===== src/rtl/hazard_ctrl_pipe.sv =====
// Pipeline control registers (ID/EX, EX/MEM, MEM/WB) with load-use stall,
// taken-branch flush and EX-stage operand forwarding selects.
module hazard_ctrl_pipe #(
  parameter int RA_W = 5
) (
  input  logic            clk,
  input  logic            reset,
  input  logic            id_ALUSrc,
  input  logic            id_MemtoReg,
  input  logic            id_RegWrite,
  input  logic            id_MemRead,
  input  logic            id_MemWrite,
  input  logic            id_Branch,
  input  logic [1:0]      id_ALUOp,
  input  logic [RA_W-1:0] id_rs1,
  input  logic [RA_W-1:0] id_rs2,
  input  logic [RA_W-1:0] id_rd,
  input  logic            mem_zero,
  output logic            pc_write,
  output logic            ifid_write,
  output logic            ifid_flush,
  output logic            ex_ALUSrc,
  output logic [1:0]      ex_ALUOp,
  output logic [RA_W-1:0] ex_rs1,
  output logic [RA_W-1:0] ex_rs2,
  output logic [RA_W-1:0] ex_rd,
  output logic            mem_MemRead,
  output logic            mem_MemWrite,
  output logic            mem_Branch,
  output logic            mem_RegWrite,
  output logic            mem_MemtoReg,
  output logic [RA_W-1:0] mem_rd,
  output logic            wb_RegWrite,
  output logic            wb_MemtoReg,
  output logic [RA_W-1:0] wb_rd,
  output logic [1:0]      forward_a,
  output logic [1:0]      forward_b,
  output logic            branch_taken
);

  typedef struct packed {
    logic            alusrc;
    logic [1:0]      aluop;
    logic            memread;
    logic            memwrite;
    logic            branch;
    logic            regwrite;
    logic            memtoreg;
    logic [RA_W-1:0] rs1;
    logic [RA_W-1:0] rs2;
    logic [RA_W-1:0] rd;
  } idex_t;

  typedef struct packed {
    logic            memread;
    logic            memwrite;
    logic            branch;
    logic            regwrite;
    logic            memtoreg;
    logic [RA_W-1:0] rd;
  } exmem_t;

  typedef struct packed {
    logic            regwrite;
    logic            memtoreg;
    logic [RA_W-1:0] rd;
  } memwb_t;

  idex_t  idex_d,  idex_q;
  exmem_t exmem_d, exmem_q;
  memwb_t memwb_d, memwb_q;

  logic load_use;
  logic flush;

  // A load in EX whose destination feeds the instruction in ID; x0 never matches.
  assign load_use = idex_q.memread && (idex_q.rd != '0) &&
                    ((idex_q.rd == id_rs1) || (idex_q.rd == id_rs2));
  assign flush    = exmem_q.branch & mem_zero;

  // Flush wins over stall: the stalled instruction is on the wrong path anyway.
  assign pc_write     = ~load_use | flush;
  assign ifid_write   = ~load_use | flush;
  assign ifid_flush   = flush;
  assign branch_taken = flush;

  always_comb begin
    // NOTE: every signal gets a default before any conditional update so no latch is inferred.
    idex_d     = '0;
    idex_d.rs1 = id_rs1;
    idex_d.rs2 = id_rs2;
    idex_d.rd  = id_rd;
    if (!(load_use || flush)) begin
      idex_d.alusrc   = id_ALUSrc;
      idex_d.aluop    = id_ALUOp;
      idex_d.memread  = id_MemRead;
      idex_d.memwrite = id_MemWrite;
      idex_d.branch   = id_Branch;
      idex_d.regwrite = id_RegWrite;
      idex_d.memtoreg = id_MemtoReg;
    end

    exmem_d    = '0;
    exmem_d.rd = idex_q.rd;
    if (!flush) begin
      exmem_d.memread  = idex_q.memread;
      exmem_d.memwrite = idex_q.memwrite;
      exmem_d.branch   = idex_q.branch;
      exmem_d.regwrite = idex_q.regwrite;
      exmem_d.memtoreg = idex_q.memtoreg;
    end

    memwb_d.regwrite = exmem_q.regwrite;
    memwb_d.memtoreg = exmem_q.memtoreg;
    memwb_d.rd       = exmem_q.rd;
  end

  // NOTE: these are control flops, not storage arrays, so every bit is reset; a reset
  // mid-stall or mid-flush must leave no stale control behind.
  always_ff @(posedge clk or posedge reset) begin
    if (reset) begin
      idex_q  <= '0;
      exmem_q <= '0;
      memwb_q <= '0;
    end else begin
      // NOTE: non-blocking so all three stages sample the pre-edge values together.
      idex_q  <= idex_d;
      exmem_q <= exmem_d;
      memwb_q <= memwb_d;
    end
  end

  // EX/MEM result is newer than MEM/WB, so it takes priority.
  always_comb begin
    forward_a = 2'b00;
    if (exmem_q.regwrite && (exmem_q.rd != '0) && (exmem_q.rd == idex_q.rs1))
      forward_a = 2'b10;
    else if (memwb_q.regwrite && (memwb_q.rd != '0) && (memwb_q.rd == idex_q.rs1))
      forward_a = 2'b01;

    forward_b = 2'b00;
    if (exmem_q.regwrite && (exmem_q.rd != '0) && (exmem_q.rd == idex_q.rs2))
      forward_b = 2'b10;
    else if (memwb_q.regwrite && (memwb_q.rd != '0) && (memwb_q.rd == idex_q.rs2))
      forward_b = 2'b01;
  end

  assign ex_ALUSrc    = idex_q.alusrc;
  assign ex_ALUOp     = idex_q.aluop;
  assign ex_rs1       = idex_q.rs1;
  assign ex_rs2       = idex_q.rs2;
  assign ex_rd        = idex_q.rd;
  assign mem_MemRead  = exmem_q.memread;
  assign mem_MemWrite = exmem_q.memwrite;
  assign mem_Branch   = exmem_q.branch;
  assign mem_RegWrite = exmem_q.regwrite;
  assign mem_MemtoReg = exmem_q.memtoreg;
  assign mem_rd       = exmem_q.rd;
  assign wb_RegWrite  = memwb_q.regwrite;
  assign wb_MemtoReg  = memwb_q.memtoreg;
  assign wb_rd        = memwb_q.rd;

endmodule

===== config.mk =====
export PLATFORM = sky130hd
export DESIGN_NAME = hazard_ctrl_pipe
export DESIGN_NICKNAME = d
export VERILOG_FILES = /design/src/rtl/hazard_ctrl_pipe.sv
export SDC_FILE = /design/constraint.sdc
export NUM_CORES = 1
export LEC_CHECK = 0
export ABC_AREA = 1
export BUFFER_PORTS_ARGS = -buffer_cell sky130_fd_sc_hd__buf_2
export CORE_ASPECT_RATIO = 0.7
export CORE_MARGIN = 2
export CORE_UTILIZATION = 48
export CTS_CLUSTER_DIAMETER = 60
export CTS_CLUSTER_SIZE = 28
export DETAILED_ROUTE_END_ITERATION = 7
export PLACE_DENSITY = 0.79
export SLEW_MARGIN = 20
export SYNTH_ARGS = -nofsm -noshare
export SYNTH_HDL_FRONTEND = slang
export SYNTH_SLANG_ARGS = --single-unit
export TNS_END_PERCENT = 30

===== constraint.sdc =====
create_clock -name clk -period 1.3 [get_ports clk]
set_input_delay 0.195 -clock clk [delete_from_list [all_inputs] [get_ports clk]]
set_output_delay 0.195 -clock clk [all_outputs]
set_load 0.005 [all_outputs]

* Yosys cells after proc, flatten, opt, wreduce, memory -nomap -nowiden
Index checks and enable logic that the tools add are counted.
Operators by class: bitwise operators 3, reduce and logical (&&, ||, !) cells 13, mux-type cells 6, equality and inequality tests 6
Operators with widths (number):
- 5-bit equality test | 6
- 5-bit nonzero test | 3
- 1-bit logical AND | 8
- 8-bit 2-to-1 mux | 1
- 5-bit 2-to-1 mux | 1
- 2-bit 2-to-1 mux | 2
- 1-bit logical OR | 2
- 1-bit 2-to-1 mux | 2
- 1-bit bitwise AND | 1
- 1-bit inverter | 1
- 1-bit OR | 1
Storage, ports and cells: output and inout port bits 43, register bits 40, input port bits 26, word-level logic and storage cells 47

* Logic depth before layout (Yosys ltp)
Gate-level depths: netlist of run 1.
depth after elaboration 5, depth in mapped cells 9, depth with buffers taken out 9

* Worst setup path before layout of run 1
Ideal clock, no wire load.
path kind register -> output, from register idex_q, in the netlist ex_rd[0], to output pc_write, data arrival time 1019 ps, required time 1105 ps, cell stages (with the launch flop) 9, buffers on the path 1, path slack 86 ps, cells stage by stage dfrtp_1 > inv_1 > nand2_1 > nand2_1 > nor2_1 > nand3_1 > nand2_1 > nand3_1 > buf_4
On the way: longest elaborated chain between the ends 5
Ends and longest elaborated chain:
- start: declaration | line 69 | idex_t idex_d, idex_q;
- start signal: assignment | line 127 | idex_q <= idex_d;
- 5-bit equality test / 5-bit nonzero test (equally long branches) | line 78, 77
- 1-bit logical OR / 1-bit logical AND (equally long branches) | line 78, 77
- 1-bit logical AND * | line 77 | assign load_use = idex_q.memread && (idex_q.rd != '0) &&
- 1-bit inverter *
- 1-bit OR *
- end: declaration | line 19 | output logic pc_write,
Every way passes the cells marked *; elsewhere a longest branch is shown, timed or not.

* Worst setup path in the final report of run 1
from register exmem_q, in the netlist mem_rd[1], to output forward_b[0]
On the way: longest elaborated chain between the ends 4
Ends and longest elaborated chain:
- start: declaration | line 70 | exmem_t exmem_d, exmem_q;
- start signal: assignment | line 128 | exmem_q <= exmem_d;
- 5-bit nonzero test | line 142 | if (exmem_q.regwrite && (exmem_q.rd != '0) && (exmem_q.rd == idex_q.rs2))
- 1-bit logical AND | line 142
- 1-bit logical AND * | line 142
- 2-bit 2-to-1 mux * | line 142
- end: declaration | line 37 | output logic [1:0] forward_b,
Marks and branches as above.

==> impl_metrics.env, run 1 <==
export IMPL_netlist_area_sq_um=1740
export IMPL_core_sq_um=3490
export IMPL_h_tree_depth=2
export IMPL_die_x_um=75.9
export IMPL_num_fill_cells=270
export IMPL_synthCells=178
export IMPL_n_antenna_cell=0
export IMPL_wl_um=3450
export IMPL_drive_gt1_share_pct=43.4
export IMPL_antenna_found_initial=0
export IMPL_synth_seq_cells=40
export IMPL_first_iter_violations=78
export IMPL_drv_slew=0
export IMPL_end_kind="primary output"
export IMPL_clock_skew_ns=0.00547
export IMPL_fin_hold_ws_ns=0.0179
export IMPL_setup_slack_ns=-0.321
export IMPL_dieArea_sq_um=4120
export IMPL_crit_path_top_delay_cell="dfrtp_1"
export IMPL_worstSetupStartpointType="register"
export IMPL_ys_seq_area_share_pct=57.7
export IMPL_clockBufferDepth=2
export IMPL_final_period_utilization_pct=125
export IMPL_nNetsFinal=274
export IMPL_overflow=0
export IMPL_num_vias=1298
export IMPL_grt_pass1_wl_um=5090
export IMPL_power_leakage_nw=1.26
export IMPL_cts_root_buffer="clkbuf_8"
export IMPL_critPathBufInv=1
export IMPL_final_cell_mix="67 x buf_2, 34 x dfrtp_1, 26 x inv_1"
export IMPL_max_vdd_ir_drop_mv=0.938
export IMPL_avgSynthCellArea_sq_um=9.75
export IMPL_tightest_slew_ns=0.212
export IMPL_worst_path_max_fanout=4
export IMPL_grt_max_degree=41
export IMPL_dp_hpwl_um=2650
export IMPL_start_util_pct=49.7
export IMPL_cpLargestDelayFamily="flip-flops"
export IMPL_synth_nets=204
export IMPL_post_place_cells=286
export IMPL_cts_inserted_buffers=5
export IMPL_path_clk_slew_ns=0.07
export IMPL_clock_fmax_ghz=0.617
export IMPL_period_minus_slack_ns=1.62
export IMPL_final_common_cell="buf_2"
export IMPL_port_buffers=68
export IMPL_crit_required_ns=1.11
export IMPL_synthToLayoutAreaGrowth_pct=32.1
export IMPL_p_per_area_nw_per_um2=1190
export IMPL_path_class="reg2out"
export IMPL_cts_tree="yes"
export IMPL_worstPathCellList="xnor2_1 -> nand4_1 -> nor3_2 -> nor2_1 -> buf_2"
export IMPL_violations="negative setup slack"
export IMPL_synth_cell_type_count=14
export IMPL_min_path_type="in2reg"
export IMPL_critPathMaxStageDelay_ns=0.43
export IMPL_grt_use_total_pct=17.5
export IMPL_hold_viol_final=0
export IMPL_cp_data_arrival_time_ns=1.43
export IMPL_cts_sinks=40
export IMPL_outcome="finished with violations"
export IMPL_slew_headroom_pct=85.9
export IMPL_wl_per_cell_um=11.5
export IMPL_drc_errors=0
export IMPL_fin_cells=299
export IMPL_gp_congestion=0.774
export IMPL_ant_nets=0
export IMPL_setup_viol=14
export IMPL_ioPinCount=69
export IMPL_fp_dieH_um=54.3
export IMPL_insertion_delay_ns=0.28
export IMPL_grt_pass1_vias=1136
export IMPL_rsz0062_at_grt="yes"
export IMPL_ys_warn_count=0
export IMPL_p_total_mw=2.74
export IMPL_first_pass_iters=4
export IMPL_via_per_inst=4.34
export IMPL_fp_row_count=18
export IMPL_maxCapViolCount=0
-- routing by layer --
metal  part of all wire [%]  vias up  wire [um]  track usage [%]
met5                      0        -          0                0
met1                     45      595       1540             23.5
met2                     47       46       1640             26.7
met4                   0.87        0         30             4.97
met3                    7.1        4        246             6.63
li1                       -      653          -                -
-- per-stage QoR --
step	TNS (ns)	cell area [sq um]	util [%]	worst slack, ns
after floorplan	0	1740	-	0.0863
after global placement	-0.0411	2080	59.5	-0.0227
after detailed placement	-0.211	2080	59.5	-0.0722
after CTS	-1.68	2220	63.5	-0.305
after global routing	-3.56	2290	65.7	-0.430
final	-1.89	2290	65.7	-0.321
-- cells by family after synthesis --
family                    count (synthesis)  share of synthesized area (%)
DFF                                      40                           57.7
and+or+nand+nor                          65                           15.9
buffers and inverters                    48                           14.5
xor gates and xnor gates                 22                           11.1
AOI/OAI and AO/OA                         3                          0.865
-- state kept, by name, indices dropped and copies added (netlist names), 2 cells and up --
name      cells
ex_ALUOp      2
ex_rd         5
ex_rs1        5
ex_rs2        5
idex_q        5
mem_rd        5
wb_rd         5
-- cell usage after synthesis, drive strengths merged --
cell	count	share of area, %
xor2	8	4.0
nand3	3	0.86
nand2	28	6.6
nand4	5	1.8
buf	19	8.2
dfrtp	40	58
nor3	4	1.2
xnor2	14	7.1
inv	29	6.3
nor2	25	5.4
o21ai	3	0.86
-- worst paths after layout --
path                                         from                    end  slack [ns]  cells after the start
max                           mem_rd[1]$_DFF_PP0_           forward_b[0]       -0.32                      5
min                                      id_rd[1]     ex_rd[1]$_DFF_PP0_        0.02                      1
max reg2reg                    ex_rd[1]$_DFF_PP0_   idex_q[19]$_DFF_PP0_       -0.03                     10
min reg2reg                mem_MemtoReg$_DFF_PP0_  wb_MemtoReg$_DFF_PP0_        0.38                      0
max in group asynchronous                   reset    ex_rs1[2]$_DFF_PP0_        0.58                      4
min in group asynchronous                   reset  wb_MemtoReg$_DFF_PP0_        0.51                      4
-- where the power goes --
group / switching (mW) / leakage, nW / internal, mW
registers: 0.0717 / 0.470 / 1.33
clock network: 0.399 / 0.0552 / 0.569
logic: 0.178 / 0.732 / 0.193
total: 0.649 / 1.26 / 2.09
-- final cells by class --
| cell class | count | area [sq um] | share of cell area [%] |
|---|---|---|---|
| Multi-Input combinational cell | 90 | 532 | 23.2 |
| Clock buffer | 6 | 72.6 | 3.17 |
| Timing Repair Buffer | 82 | 473 | 20.6 |
| Inverter | 29 | 109 | 4.75 |
| Clock inverter | 2 | 35.0 | 1.53 |
| Sequential cell | 40 | 1010 | 44.0 |
| Tap cell | 50 | 62.6 | 2.73 |
-- repair_timing --
action	in CTS	in global routing
endpoints found under the hold margin	40	1
setup endpoints to repair	8	16
buffers inserted	1	2
gates cloned	0	0
pin swaps	5	2
hold buffers	1	1
gates resized for setup	6	15
Note: power is estimated with default switching activity, not from simulation.
==> run 2: changes to the inputs <==
--- a/config.mk
+++ b/config.mk
@@ -14,6 +14,7 @@
 export CTS_CLUSTER_SIZE = 28
 export DETAILED_ROUTE_END_ITERATION = 7
 export PLACE_DENSITY = 0.79
+export SKIP_LAST_GASP = 1
 export SLEW_MARGIN = 20
 export SYNTH_ARGS = -nofsm -noshare
 export SYNTH_HDL_FRONTEND = slang
==> impl_metrics.env, run 2 (same netlist as run 1, synthesis figures left out) <==
export IMPL_grt_pass1_vias=1136
export IMPL_cts_tree="yes"
export IMPL_min_path_type="in2reg"
export IMPL_die_x_um=75.9
export IMPL_grt_use_total_pct=17.5
export IMPL_place_area_sq_um=2080
export IMPL_dp_slack_ns=-0.0722
export IMPL_crit_path_top_delay_cell="dfrtp_1"
export IMPL_worstPathCellList="xnor2_1 -> nand4_1 -> nor3_2 -> nor2_1 -> buf_2"
export IMPL_final_cell_mix="68 x buf_2, 32 x dfrtp_1, 27 x inv_1"
export IMPL_num_vias=1279
export IMPL_start_util_pct=49.7
export IMPL_ant_nets=0
export IMPL_nNetsFinal=274
export IMPL_clockBufferDepth=2
export IMPL_p_per_area_nw_per_um2=1200
export IMPL_first_pass_iters=4
export IMPL_fin_cells=299
export IMPL_dp_hpwl_um=2650
export IMPL_outcome="finished with violations"
export IMPL_clock_skew_ns=0.00576
export IMPL_drc_errors=0
export IMPL_grt_max_degree=41
export IMPL_setup_viol=17
export IMPL_end_kind="primary output"
export IMPL_rsz0062_at_grt="yes"
export IMPL_hold_viol_final=0
export IMPL_maxCapViolCount=0
export IMPL_slew_headroom_pct=85.3
export IMPL_postLayoutCellArea_sq_um=2270
export IMPL_ioPinCount=69
export IMPL_gp_congestion=0.774
export IMPL_n_antenna_cell=0
export IMPL_cts_sinks=40
export IMPL_violations="negative setup slack"
export IMPL_path_class="reg2out"
export IMPL_cts_inserted_buffers=5
export IMPL_core_sq_um=3490
export IMPL_cts_root_buffer="clkbuf_8"
export IMPL_period_minus_slack_ns=1.62
export IMPL_setup_slack_ns=-0.323
export IMPL_synthToLayoutAreaGrowth_pct=31.1
export IMPL_h_tree_depth=2
export IMPL_wl_per_cell_um=11.4
export IMPL_tightest_slew_ns=0.221
export IMPL_dieArea_sq_um=4120
export IMPL_clock_fmax_ghz=0.616
export IMPL_via_per_inst=4.28
export IMPL_worst_path_max_fanout=4
export IMPL_finalSetupTns_ns=-1.91
export IMPL_fp_dieH_um=54.3
export IMPL_final_common_cell="buf_2"
export IMPL_power_leakage_nw=1.25
export IMPL_worstSetupStartpointType="register"
export IMPL_max_vdd_ir_drop_mv=0.937
export IMPL_post_route_util_pct=65.2
export IMPL_cp_data_arrival_time_ns=1.43
export IMPL_critPathBufInv=1
export IMPL_cpLargestDelayFamily="flip-flops"
export IMPL_drive_gt1_share_pct=43.0
export IMPL_insertion_delay_ns=0.28
export IMPL_crit_required_ns=1.11
export IMPL_final_period_utilization_pct=125
export IMPL_first_iter_violations=72
export IMPL_drv_slew=0
export IMPL_path_clk_slew_ns=0.07
export IMPL_antenna_found_initial=0
export IMPL_overflow=0
export IMPL_wl_um=3420
export IMPL_critPathMaxStageDelay_ns=0.43
export IMPL_post_place_cells=286
export IMPL_fp_row_count=18
export IMPL_grt_pass1_wl_um=5090
export IMPL_port_buffers=68
-- run 2: cell count changes in the layout (fill, tap and decap cells not counted) --
cell,delta
nand2_2,-1
dfrtp_1,-2
dfrtp_2,+2
xnor2_2,-1
inv_2,-1
inv_1,+1
buf_4,+1
buf_2,+1
xnor2_1,+1
nand2_1,+1
buf_6,-2
-- run 2: layout make-up --
| class | count | area [sq um] |
|---|---|---|
| clock buffer | 6 | 72.6 |
| inverter | 29 | 109 |
| clock inverter | 2 | 35.0 |
| timing repair buffer | 82 | 463 |
| fill | 275 | 1220 |
| multi-input combinational | 90 | 522 |
| tap | 50 | 62.6 |
| sequential | 40 | 1010 |
-- run 2: report_power, final --
part / internal [mW] / switching (mW) / leakage [nW]
logic: 0.188 / 0.177 / 0.724
clock network: 0.569 / 0.392 / 0.0552
registers: 1.33 / 0.0705 / 0.468
-- run 2: worst paths after layout --
check	start	endpoint	slack (ns)	cells after the start
max in group asynchronous	reset	ex_rd[0]$_DFF_PP0_	0.58	4
worst min register to register	mem_MemtoReg$_DFF_PP0_	wb_MemtoReg$_DFF_PP0_	0.38	0
worst min-delay path	id_rd[1]	ex_rd[1]$_DFF_PP0_	0.02	1
min in group asynchronous	reset	wb_MemtoReg$_DFF_PP0_	0.51	4
worst max register to register	ex_rd[1]$_DFF_PP0_	idex_q[19]$_DFF_PP0_	-0.03	10
worst max-delay path	mem_rd[1]$_DFF_PP0_	forward_b[0]	-0.32	5
-- run 2: repair_timing --
action                                 4_1_cts  5_1_grt
hold buffers                                 1        1
pin swaps                                    3        2
buffers inserted                             1        2
gates resized for setup                      4       14
endpoints found under the hold margin       40        1
setup endpoints to repair                    8       16
-- run 2: stage by stage --
stage | total power, mW | hold slack, ns
6_report | 2.72 | 0.0186
5_1_grt | 2.89 | 0.00168
4_1_cts | 2.74 | 0.00681
3_5_place_dp | 1.76 | 0.260
3_3_place_gp | 1.75 | 0.256
2_1_floorplan | 1.62 | 0.226
-- run 2: metal layers --
metal | up-vias | part of all wire, % | GRT usage, %
li1 | 653 | - | -
met1 | 580 | 45 | 23.5
met2 | 42 | 47 | 26.7
met3 | 4 | 6.6 | 6.63
met4 | 0 | 0.88 | 4.97
met5 | - | 0 | 0
==> run 3: changes to the inputs <==
--- a/config.mk
+++ b/config.mk
@@ -13,7 +13,9 @@
 export CTS_CLUSTER_DIAMETER = 60
 export CTS_CLUSTER_SIZE = 28
 export DETAILED_ROUTE_END_ITERATION = 7
+export MAX_ROUTING_LAYER = met4
 export PLACE_DENSITY = 0.79
+export RECOVER_POWER = 100
 export SKIP_LAST_GASP = 1
 export SLEW_MARGIN = 20
 export SYNTH_ARGS = -nofsm -noshare
==> impl_metrics.env, run 3 (same netlist as run 1, synthesis figures left out) <==
export IMPL_outcome="finished with violations"
export IMPL_violations="negative setup slack"
export IMPL_fp_row_count=18
export IMPL_reg2reg_slack_ns=-0.02
export IMPL_ioPinCount=69
export IMPL_slew_headroom_pct=84.7
export IMPL_critPathBufInv=1
export IMPL_min_from="id_rd[4]"
export IMPL_n_antenna_cell=0
export IMPL_maxCapViolCount=0
export IMPL_cts_root_buffer="clkbuf_8"
export IMPL_post_place_cells=286
export IMPL_num_vias=1280
export IMPL_cpLargestDelayFamily="flip-flops"
export IMPL_path_clk_slew_ns=0.07
export IMPL_max_vdd_ir_drop_mv=0.935
export IMPL_setup_slack_ns=-0.326
export IMPL_dieArea_sq_um=4120
export IMPL_reg2reg_to="idex_q[19]$_DFF_PP0_"
export IMPL_grt_pass1_wl_um=5090
export IMPL_core_sq_um=3490
export IMPL_worst_path_max_fanout=4
export IMPL_end_kind="primary output"
export IMPL_power_leakage_nw=1.22
export IMPL_wl_um=3430
export IMPL_clock_skew_ns=0.00595
export IMPL_r2r_cells=10
export IMPL_hold_viol_final=0
export IMPL_cp_data_arrival_time_ns=1.43
export IMPL_p_per_area_nw_per_um2=1210
export IMPL_clock_fmax_ghz=0.615
export IMPL_dp_slack_ns=-0.0722
export IMPL_die_x_um=75.9
export IMPL_first_pass_iters=3
export IMPL_postLayoutCellArea_sq_um=2250
export IMPL_drc_errors=0
export IMPL_final_period_utilization_pct=125
export IMPL_h_tree_depth=2
export IMPL_whs_endpoint="ex_rd[4]$_DFF_PP0_"
export IMPL_setup_viol=17
export IMPL_dp_hpwl_um=2650
export IMPL_critPathMaxStageDelay_ns=0.44
export IMPL_path_class="reg2out"
export IMPL_whs_path_depth=1
export IMPL_tightest_slew_ns=0.229
export IMPL_worstPathCellList="xnor2_1 -> nand4_1 -> nor3_2 -> nor2_1 -> buf_2"
export IMPL_via_per_inst=4.30
export IMPL_wl_per_cell_um=11.5
export IMPL_antenna_found_initial=0
export IMPL_drive_gt1_share_pct=39.1
export IMPL_final_common_cell="buf_2"
export IMPL_cts_inserted_buffers=5
export IMPL_synthToLayoutAreaGrowth_pct=29.8
export IMPL_first_iter_violations=63
export IMPL_place_area_sq_um=2080
export IMPL_crit_required_ns=1.11
export IMPL_rsz0062_at_grt="yes"
export IMPL_drv_slew=0
export IMPL_grt_pass1_vias=1134
export IMPL_grt_max_degree=41
export IMPL_nNetsFinal=273
export IMPL_port_buffers=68
export IMPL_fin_cells=298
export IMPL_start_util_pct=49.7
export IMPL_insertion_delay_ns=0.28
export IMPL_fp_dieH_um=54.3
export IMPL_cts_tree="yes"
export IMPL_overflow=0
export IMPL_final_cell_mix="58 x buf_2, 32 x dfrtp_1, 27 x inv_1"
export IMPL_worstSetupStartpointType="register"
export IMPL_crit_path_top_delay_cell="dfrtp_1"
export IMPL_clockBufferDepth=2
export IMPL_reg2reg_from="ex_rd[1]$_DFF_PP0_"
export IMPL_gp_congestion=0.785
export IMPL_period_minus_slack_ns=1.63
export IMPL_cts_sinks=40
export IMPL_grt_use_total_pct=17.9
export IMPL_ant_nets=0
export IMPL_min_path_type="in2reg"
## run 3: changes by cell type in the layout (fill, tap and decap cells not counted), sizes merged
cell	before	now
buf	80	70
dlygate4sd3	2	1
clkbuf	6	16
## run 3: timing repair
action,4_1_cts,5_1_grt
hold endpoints to repair,40,0
gates resized for setup,4,14
setup endpoints to repair,8,16
pin swaps,3,2
gates cloned,0,0
hold buffers,1,0
setup buffers,1,2
## run 3: worst max-delay path by stage
stage,from,to,slack (ns),cells after the start
2_1_floorplan,ex_rd[0]$_DFF_PP0_,pc_write,0.09,8
3_3_place_gp,ex_rs1[2]$_DFF_PP0_,forward_a[0],-0.02,5
3_5_place_dp,mem_rd[0]$_DFF_PP0_,forward_b[0],-0.07,5
4_1_cts,wb_rd[0]$_DFF_PP0_,forward_b[0],-0.31,5
5_1_grt,ex_rd[0]$_DFF_PP0_,ifid_write,-0.44,7
6_report,mem_rd[1]$_DFF_PP0_,forward_b[0],-0.33,5
## run 3: area by class of cell
cell class	instances	area, sq um
Tap cell	50	62.6
Multi-Input combinational cell	90	522
Sequential cell	40	1010
Clock buffer	6	72.6
Clock inverter	2	35.0
Timing Repair Buffer	81	440
Fill cell	279	1240
Inverter	29	109
## run 3: through the flow
| step | hold slack (ns) | setup TNS [ns] | utilization (%) | power, mW |
|---|---|---|---|---|
| after floorplan | 0.226 | 0 | - | 1.62 |
| after detailed placement | 0.260 | -0.211 | 59.5 | 1.76 |
| after CTS | 0.00681 | -1.72 | 63.4 | 2.74 |
| after global placement | 0.256 | -0.0411 | 59.5 | 1.75 |
| final | 0.0161 | -1.84 | 64.5 | 2.72 |
| after global routing | 0.000123 | -3.84 | 64.5 | 2.88 |
## run 3: per-layer routing
layer | routed length, um | vias up | GRT usage [%]
met1 | 1600 | 583 | 24.2
li1 | - | 651 | -
met3 | 183 | 4 | 4.79
met2 | 1610 | 42 | 26.6
met5 | 0 | - | -
met4 | 30 | 0 | 5.85
## run 3: report_power, final
part           internal [mW]  leakage [nW]  switching, mW  total [mW]
registers               1.33         0.468         0.0703        1.40
clock network          0.569        0.0552          0.394       0.963
logic                  0.181         0.693          0.177       0.358
